File: src/rtl/cpu_pkg.sv
// Shared CPU definitions: memory geometry, opcodes, HALT word, loader states.
// INST_LOADER_CSUM_EN adds the checksum state to the loader state enum.
package cpu_pkg;

  localparam int INST_W = 20;
  localparam int ADDR_W = 5;
  localparam int DEPTH  = 32;

  typedef enum logic [1:0] {
    OP_ADD  = 2'd0,
    OP_SUB  = 2'd1,
    OP_MUL  = 2'd2,
    OP_HALT = 2'd3
  } op_e;

  // HALT opcode in the top two bits, every operand field zero
  localparam logic [INST_W-1:0] HALT_WORD = {OP_HALT, 18'h0};

  typedef enum logic [3:0] {
    ST_IDLE,
    ST_RB0,
    ST_RB1,
    ST_RB2,
    ST_WRITE,
    ST_FILL,
`ifdef INST_LOADER_CSUM_EN
    ST_CSUM,
`endif
    ST_RUN,
    ST_DONE,
    ST_ERROR
  } ld_state_e;

endpackage

File: src/rtl/inst_loader_byte_packer.sv
// byte_packer: collects B0/B1/B2 into one big-endian 20-bit instruction.
// B0 contributes only its low nibble; a non-zero high nibble is flagged.
module byte_packer
  import cpu_pkg::*;
(
  input  logic              clk,
  input  logic              rst,
  input  logic              byte_en,
  input  logic [1:0]        byte_pos,
  input  logic [7:0]        byte_in,
  output logic              word_valid,
  output logic [INST_W-1:0] word,
  output logic              nibble_err
);

  logic [3:0] hi_q;
  logic [7:0] b1_q;
  logic [7:0] b2_q;
  logic       vld_q;

  assign nibble_err = byte_en && (byte_pos == 2'd0) && (byte_in[7:4] != 4'h0);
  assign word       = {hi_q, b1_q, b2_q};
  assign word_valid = vld_q;

  // Capture each byte into its slot; pulse valid the cycle after B2 lands
  always_ff @(posedge clk or negedge rst) begin
    if (!rst) begin
      hi_q  <= '0;
      b1_q  <= '0;
      b2_q  <= '0;
      vld_q <= 1'b0;
    end else begin
      vld_q <= byte_en && (byte_pos == 2'd2);
      if (byte_en) begin
        case (byte_pos)
          2'd0:    hi_q <= byte_in[3:0];
          2'd1:    b1_q <= byte_in;
          default: b2_q <= byte_in;
        endcase
      end
    end
  end

endmodule

File: src/rtl/inst_loader.sv
// inst_loader: streams bytes into instruction memory, appends HALT, then
// releases the CPU into run mode and waits for it to halt.
// INST_LOADER_CSUM_EN: expect a trailing XOR checksum byte before FILL.
module inst_loader #(
  parameter int DEPTH  = cpu_pkg::DEPTH,
  parameter int ADDR_W = cpu_pkg::ADDR_W,
  parameter int INST_W = cpu_pkg::INST_W
) (
  input  logic              clk,
  input  logic              rst,
  input  logic              start,
  input  logic [ADDR_W:0]   prog_len,
  input  logic [7:0]        byte_in,
  input  logic              byte_valid,
  output logic              byte_ready,
  output logic              inst_wr_en,
  output logic [ADDR_W-1:0] inst_wr_addr,
  output logic [INST_W-1:0] inst_wr_data,
  output logic              cpu_run,
  input  logic              cpu_halted,
  output logic              busy,
  output logic              done,
  output logic              error
);

  localparam logic [ADDR_W:0] DEPTH_L = (ADDR_W+1)'(DEPTH);

  cpu_pkg::ld_state_e state_q, state_d;
  logic [ADDR_W:0]    cnt_q, cnt_d, cnt_inc;
  logic [ADDR_W:0]    len_q, len_d;
  logic [ADDR_W-1:0]  addr_q;
  logic [INST_W-1:0]  data_q;
`ifdef INST_LOADER_CSUM_EN
  logic [7:0]         csum_q, csum_d;
`endif

  logic               in_rb, xfer, fill_wr;
  logic [1:0]         pk_pos;
  logic               pk_vld, pk_nerr;
  logic [19:0]        pk_word;
  logic [ADDR_W-1:0]  cur_addr;
  logic [INST_W-1:0]  cur_data;

  assign in_rb = (state_q == cpu_pkg::ST_RB0) || (state_q == cpu_pkg::ST_RB1) ||
                 (state_q == cpu_pkg::ST_RB2);
`ifdef INST_LOADER_CSUM_EN
  assign byte_ready = in_rb || (state_q == cpu_pkg::ST_CSUM);
`else
  assign byte_ready = in_rb;
`endif
  assign xfer   = byte_valid && byte_ready;
  assign pk_pos = (state_q == cpu_pkg::ST_RB0) ? 2'd0 :
                  (state_q == cpu_pkg::ST_RB1) ? 2'd1 : 2'd2;

  byte_packer u_packer (
    .clk        (clk),
    .rst        (rst),
    .byte_en    (xfer && in_rb),
    .byte_pos   (pk_pos),
    .byte_in    (byte_in),
    .word_valid (pk_vld),
    .word       (pk_word),
    .nibble_err (pk_nerr)
  );

  // Write port: live values while strobing, held registers otherwise
  assign fill_wr    = (state_q == cpu_pkg::ST_FILL) && (len_q < DEPTH_L);
  assign inst_wr_en = ((state_q == cpu_pkg::ST_WRITE) && pk_vld) || fill_wr;
  assign cur_addr   = (state_q == cpu_pkg::ST_FILL) ? len_q[ADDR_W-1:0] : cnt_q[ADDR_W-1:0];
  assign cur_data   = (state_q == cpu_pkg::ST_FILL) ? INST_W'(cpu_pkg::HALT_WORD) : INST_W'(pk_word);
  assign inst_wr_addr = inst_wr_en ? cur_addr : addr_q;
  assign inst_wr_data = inst_wr_en ? cur_data : data_q;

  assign cpu_run = (state_q == cpu_pkg::ST_RUN) || (state_q == cpu_pkg::ST_DONE);
  assign done    = (state_q == cpu_pkg::ST_DONE);
  assign error   = (state_q == cpu_pkg::ST_ERROR);
  assign busy    = !((state_q == cpu_pkg::ST_IDLE) || done || error);
  assign cnt_inc = cnt_q + 1'b1;

  // Next-state, counter, length latch and checksum accumulation
  always_comb begin
    state_d = state_q;
    cnt_d   = cnt_q;
    len_d   = len_q;
`ifdef INST_LOADER_CSUM_EN
    csum_d  = csum_q;
    if (xfer && in_rb) csum_d = csum_q ^ byte_in;
`endif
    case (state_q)
      cpu_pkg::ST_IDLE, cpu_pkg::ST_DONE, cpu_pkg::ST_ERROR: begin
        if (start) begin
          if (prog_len == '0 || prog_len > DEPTH_L) begin
            state_d = cpu_pkg::ST_ERROR;
          end else begin
            len_d   = prog_len;
            cnt_d   = '0;
`ifdef INST_LOADER_CSUM_EN
            csum_d  = '0;
`endif
            state_d = cpu_pkg::ST_RB0;
          end
        end
      end
      cpu_pkg::ST_RB0: if (xfer) state_d = pk_nerr ? cpu_pkg::ST_ERROR : cpu_pkg::ST_RB1;
      cpu_pkg::ST_RB1: if (xfer) state_d = cpu_pkg::ST_RB2;
      cpu_pkg::ST_RB2: if (xfer) state_d = cpu_pkg::ST_WRITE;
      cpu_pkg::ST_WRITE: begin
        cnt_d = cnt_inc;
        if (cnt_inc < len_q) state_d = cpu_pkg::ST_RB0;
`ifdef INST_LOADER_CSUM_EN
        else                 state_d = cpu_pkg::ST_CSUM;
`else
        else                 state_d = cpu_pkg::ST_FILL;
`endif
      end
`ifdef INST_LOADER_CSUM_EN
      cpu_pkg::ST_CSUM: if (xfer) state_d = (byte_in == csum_q) ? cpu_pkg::ST_FILL : cpu_pkg::ST_ERROR;
`endif
      cpu_pkg::ST_FILL: state_d = cpu_pkg::ST_RUN;
      cpu_pkg::ST_RUN:  if (cpu_halted) state_d = cpu_pkg::ST_DONE;
      default:          state_d = cpu_pkg::ST_IDLE;
    endcase
  end

  // State, counters and write-port hold registers
  always_ff @(posedge clk or negedge rst) begin
    if (!rst) begin
      state_q <= cpu_pkg::ST_IDLE;
      cnt_q   <= '0;
      len_q   <= '0;
      addr_q  <= '0;
      data_q  <= '0;
`ifdef INST_LOADER_CSUM_EN
      csum_q  <= '0;
`endif
    end else begin
      state_q <= state_d;
      cnt_q   <= cnt_d;
      len_q   <= len_d;
`ifdef INST_LOADER_CSUM_EN
      csum_q  <= csum_d;
`endif
      if (inst_wr_en) begin
        addr_q <= cur_addr;
        data_q <= cur_data;
      end
    end
  end

endmodule

File: config.mk
export PLATFORM = sky130hd
export DESIGN_NAME = inst_loader
export DESIGN_NICKNAME = d
export VERILOG_FILES = /design/src/rtl/cpu_pkg.sv /design/src/rtl/inst_loader_byte_packer.sv /design/src/rtl/inst_loader.sv
export SDC_FILE = /design/constraint.sdc
export NUM_CORES = 1
export LEC_CHECK = 0
export CAP_MARGIN = 0
export CORE_MARGIN = 3
export CORE_UTILIZATION = 35
export CTS_BUF_LIST = sky130_fd_sc_hd__clkbuf_2
export CTS_CLUSTER_DIAMETER = 30
export CTS_CLUSTER_SIZE = 20
export DETAILED_ROUTE_END_ITERATION = 10
export PLACE_DENSITY = 0.66
export SYNTH_ARGS = -nofsm -noshare
export SYNTH_HDL_FRONTEND = slang
export SYNTH_HIERARCHICAL = 1
export SYNTH_SLANG_ARGS = --single-unit
File: constraint.sdc
create_clock -name clk -period 7.35 [get_ports clk]
set_clock_uncertainty 0.2 [all_clocks]
set_input_delay 1.47 -clock clk [delete_from_list [all_inputs] [get_ports clk]]
set_output_delay 1.47 -clock clk [all_outputs]
set_load 0.01 [all_outputs]
Word-level counts from Yosys, hierarchy flattened:

Index checks and enable logic that the tools add are counted.

* reduce and logical (&&, ||, !) cells: 28
* bitwise logic cells: 2
* multiplexer cells: 18
* equal/unequal tests: 16
* $lt $le $gt $ge: 3
* $add $sub $neg: 1

Operators by type and width (count)
* 20-bit two-way mux: 2
* 4-bit two-way mux: 7
* 4-bit case mux with 7 select lines: 1
* 4-bit by 3-bit == test with 1-bit output, second input constant: 4
* 6-bit two-way mux: 2
* 2-bit != test, second input constant: 6
* 6-bit case mux with 2 select lines: 1
* 5-bit two-way mux: 2
* 4-bit by 2-bit == test with 1-bit output, second input constant: 2
* 1-bit logical AND: 7
* 1-bit logical OR: 7
* 6-bit by 1-bit adder with 6-bit output, second input constant: 1
* 6-bit > comparator, second input constant: 1
* 6-bit zero test: 1
* 6-bit < comparator: 1
* 6-bit < comparator, second input constant: 1
* 2-bit AND reduction: 3
* 3-bit AND reduction: 2
* 5-bit AND reduction: 1
* 4-bit by 1-bit == test with 1-bit output, second input constant: 1
* 4-bit == test, second input constant: 1
* 4-bit zero test: 1
* 2-bit two-way mux: 2
* 4-bit nonzero test: 1
* 9 further kinds: 10

* register bits after elaboration: 62
* word-level logic and storage cells: 77
* input port bits: 19
* output and inout bits: 31

Longest topological paths before layout:

* word-level depth: 10
* depth in mapped cells: 10
* depth with buffers taken out: 9

Hierarchy:

The synthesis kept the hierarchy.

Modules (own cells, without submodules)
* inst_loader: cells each 193, sequential area each 1026.0 um2, area each 2082.0 um2, instances 1
* byte_packer: cells each 46, sequential area each 525.5 um2, area each 802.0 um2, instances 1

Worst setup path after synthesis:

No wires, ideal clock.

* path kind: flip-flop to output port
* start point: register state_q[0]
* end point: output port inst_wr_addr[0]
* slack: 3.882 ns
* arrival: 1.798 ns
* data required time: 5.680 ns
* cell stages (with the launch flop): 8
* path buffers: 3
* cell sequence: dfrtp_1 > nor4b_4 > and2_1 > buf_4 > a21oi_1 > buf_2 > buf_6 > o21ai_0

* cells in the longest elaborated chain, start to end: 4
* elaborated cells on any way between the ends: 7
* those cells by class: eq/ne: 2; mux: 2; reduce/logical: 3

Ends and longest elaborated chain
* start: declaration: RTL line inst_loader.sv:28 `cpu_pkg::ld_state_e state_q, state_d;`
* start signal: assignment: RTL line inst_loader.sv:128 `state_q <= cpu_pkg::ST_IDLE;`
* start signal: assignment: RTL line inst_loader.sv:137 `state_q <= state_d;`
* 4-bit by 3-bit == test with 1-bit output (on tied branches): RTL line inst_loader.sv:68, inst_loader.sv:67, inst_loader.sv:69
* 1-bit logical AND (on tied branches): RTL line inst_loader.sv:68, inst_loader.sv:67
* 1-bit logical OR: RTL line inst_loader.sv:68 `assign inst_wr_en = ((state_q == cpu_pkg::ST_WRITE) && pk_vld) || fill_wr;`
* 5-bit two-way mux (*)
* end: declaration: RTL line inst_loader.sv:17 `output logic [ADDR_W-1:0] inst_wr_addr,`

Every way passes the cells marked *; elsewhere a longest branch is shown, timed or not.

Worst setup path in the final report:

* start point: register state_q[2]
* end point: output port inst_wr_addr[1]

Same word-level chain as after synthesis.

==> impl_results.md <==
- Net Sw Frac: 0.3502
- Worst-Margin Slew: between 0.7 and 0.8 ns
- Deepest clock path buffer count: 2
- Routed vias/inst: approximately 5.1
- Setup Buffers After CTS: 0
- Via count: 2030
- Mapped Cells: around 240
- GRT Residual Overflow: 0
- EDFF count, synth: 0
- Yosys top cell area share: 0.5380
- DR iter-0 viols: approximately 120
- Crit. Startpoint: state_q[2]
- Total power per unit cell area: around 360 nW/um^2
- Leakage: about 1.5 nW
- Syn Std Cell Area: 2884 sq um
- DR DRC count: 0
- Placed cell area: ~3400 sq um
- Clock network power share: 0.130
- Detailed Route WL: around 6000 um
- FF-to-FF path depth: 8
- Clock sinks: 62
- CP Data Required Time: roughly 5.7 ns
- First-pass GRT wire length: around 10000 um
- Cell taking the most area after synthesis: dfrtp_1
- Num rows: 32
- Flop pwr share: 0.449
- Wire length per cell: 15.13 um
- Comb pwr share: 0.421
- # diodes: 0
- Slowest stage delay, CP: between 0.6 and 0.7 ns
- Synth unique cells: between 40 and 50
- VDD IR max: 0.1645 mV
- Synth-to-layout area growth: 22.56%
- CTS tree: yes
- Root Buffer: clkbuf_2
- Initial Util: 0.3675
- Reg2Reg Setup Slack: approximately 4.4 ns
- CP Capture Type: output pin
- Clock-pin slew on the worst setup and hold paths: 0.17 ns
- Max Freq: between 150 and 200 MHz
- Final setup fails: 0
- Max-cap violation count: 0
- Antenna violations before repair: 0
- Syn Area/Cell: around 12 sq um
- Syn nets: around 260
- Seq/Total Area, Yosys: 0.5380
- Largest cells by area after synthesis: dfrtp_1 (54%), mux2_2 (8.6%), a22o_1 (5.8%)
- Worst Hold Class: reg2reg
- Minimum clock period: ~5.1 ns
- # port buffers: 49
- Die H: roughly 97 um
- Post-cts sizing count: 0
- Final Cycle Share: 0.6956
- Ys flop type: dfrtp_1
- Crit-path slowest cell: and2_1
- Largest net degree at the start of global routing: between 60 and 70
- Arr. time, crit path: 3.44 ns
- YS warnings: 6
- Most frequent cells after synthesis: dfrtp_1 (62), nand2_1 (23), mux2_2 (22)
- Fin. max-slew vios: 0
- Fillcell total: around 750
- CP endpoint: inst_wr_addr[1]
- Antenna Violating Nets Remaining: 0
- Crit path buffers/inverters: 2
- Drt first pass iters: 5
- RSZ-0062 raised after global routing: false
- CP top delay family: simple AND/OR/NAND/NOR gates
- Final core utilization: 0.4504
- Finished Cell Area: ~3500 sq um
- Max_slew headroom: 0.4859
- Startpoint types: register
- Synth Register Bits: 62
- Critical path class: reg2out
- Crit path max fanout: 29
- Worst r2r src: state_q[0]
- TritonCTS buffer count: 9
- Fin nets: ~320
- Die extent in x: between 90 and 100 um
- Fin worst setup slack: around 2.2 ns
- Die Area: between 9000 and 10000 sq um
- Hold_buf cts: 0
- Placement Setup Slack: roughly 2.7 ns
- Most frequent cell after synthesis: dfrtp_1
- Worst-Skew Late Latency: roughly 0.46 ns
- CP Cell Sequence: nor4b_4 -> and2_1 -> a21oi_2 -> buf_4 -> o21ai_0 -> clkdlybuf4s50_1
- Layout cell share with drive strength beyond 1: 0.1769
- Final Total Pwr: roughly 1.3 mW
- Worst reg2reg endpoint: state_q[3]
- Overall fraction of global-route tracks in use: 0.1340
- Core box area: approximately 7800 sq um
- Cell Count, Final, Fillers Out: just under 400
- Setup TNS: 0 ns
- H-tree Lvls: 3
- Switch Pwr: ~0.45 mW
- CP Depth: 6
- Vias in the first global route: 2039
- HPWL after DPL: around 4300 um
- Async SR Flop Fraction: 1.000
- Placed Cells incl. Taps: 381
- Worst hold margin: between 0.3 and 0.4 ns
- Hold Fails Final Rpt: 0
- Ports: 50
- Gpl congestion: between 0.8 and 0.9
- Status: complete, no violations
- Int Pwr: between 0.8 and 0.9 mW
## layer usage
layer / GRT usage / up-vias / share of wire
met5: 0 / - / 0
met4: 0.04644 / 0 / 0.019
met3: 0.04542 / 9 / 0.057
met2: 0.1943 / 64 / 0.46
met1: 0.1873 / 989 / 0.46
li1: - / 968 / -
## final cells by class
cell class	instances	area, sq um	share of cell area
Tap cell	102	127.6	0.03611
Multi-Input combinational cell	157	1236	0.3497
Clock inverter	6	40.04	0.01133
Clock buffer	9	45.04	0.01274
Inverter	9	33.78	0.009558
Sequential cell	62	1551	0.4389
Timing Repair Buffer	51	500.5	0.1416
## layout by cell type, fill, tap and decap left out, drive strengths merged, types with 2 or more instances in the layout
master	n
and3	2
a31oi	2
o22a	2
nand3	3
and2	4
nor2b	5
nor3	4
clkbuf	9
mux2i	6
xor2	2
nor3b	3
o21ai	15
nand2	24
xnor2	3
a21oi	2
ha	6
a21o	2
nand2b	2
clkinvlp	3
clkinv	3
mux2	26
buf	3
a211oi	2
inv	9
clkdlybuf4s50	48
dfrtp	62
nor2	7
a22o	19
## cells by family after synthesis
group,synth area share
flip-flops,0.5380
AND/OR/NAND/NOR,0.1171
AO/OA/AOI/OAI,0.1414
multiplexers,0.1276
buffers and inverters,0.03471
adder cells (fa/ha/maj),0.02603
XOR/XNOR,0.01519
## power groups by stage
| stage | registers, mW | clock network [mW] | logic (mW) |
|---|---|---|---|
| 2_1_floorplan | 0.541 | 0 | 0.351 |
| 3_3_place_gp | 0.577 | 0 | 0.531 |
| 3_5_place_dp | 0.580 | 0 | 0.540 |
| 4_1_cts | 0.573 | 0.172 | 0.542 |
| 5_1_grt | 0.593 | 0.185 | 0.585 |
| 6_report | 0.573 | 0.166 | 0.536 |
## worst reg2reg max path, stage by stage, from the launching register on
cell and delay, ns:
dfrtp_1 0.67, nor2_1 0.18, nor3_1 0.37, and2_1 0.27, nor3b_4 0.41, o41a_1 0.30
a31oi_1 0.12, o32ai_1 0.26, o21a_1 0.16
## worst min-delay path by stage
stage | startpoint | endpoint | slack [ns] | cells past startpoint
floorplan | u_packer/b1_q[0] | u_packer/b1_q[0] | 0.28 | 1
global placement | data_q[18] | data_q[18] | 0.27 | 1
detailed placement | data_q[0] | data_q[0] | 0.28 | 1
CTS | addr_q[4] | addr_q[4] | 0.32 | 2
global route | data_q[13] | data_q[13] | 0.34 | 1
finish | addr_q[4] | addr_q[4] | 0.32 | 2
## registers in the layout, indices dropped and copies added, names as in the netlist
register	count
data_q	20
u_packer/b1_q	8
u_packer/b2_q	8
cnt_q	6
len_q	6
addr_q	5
state_q	4
u_packer/hi_q	4
u_packer/word_valid	1
No activity file was read; power rests on OpenSTA's default activity.
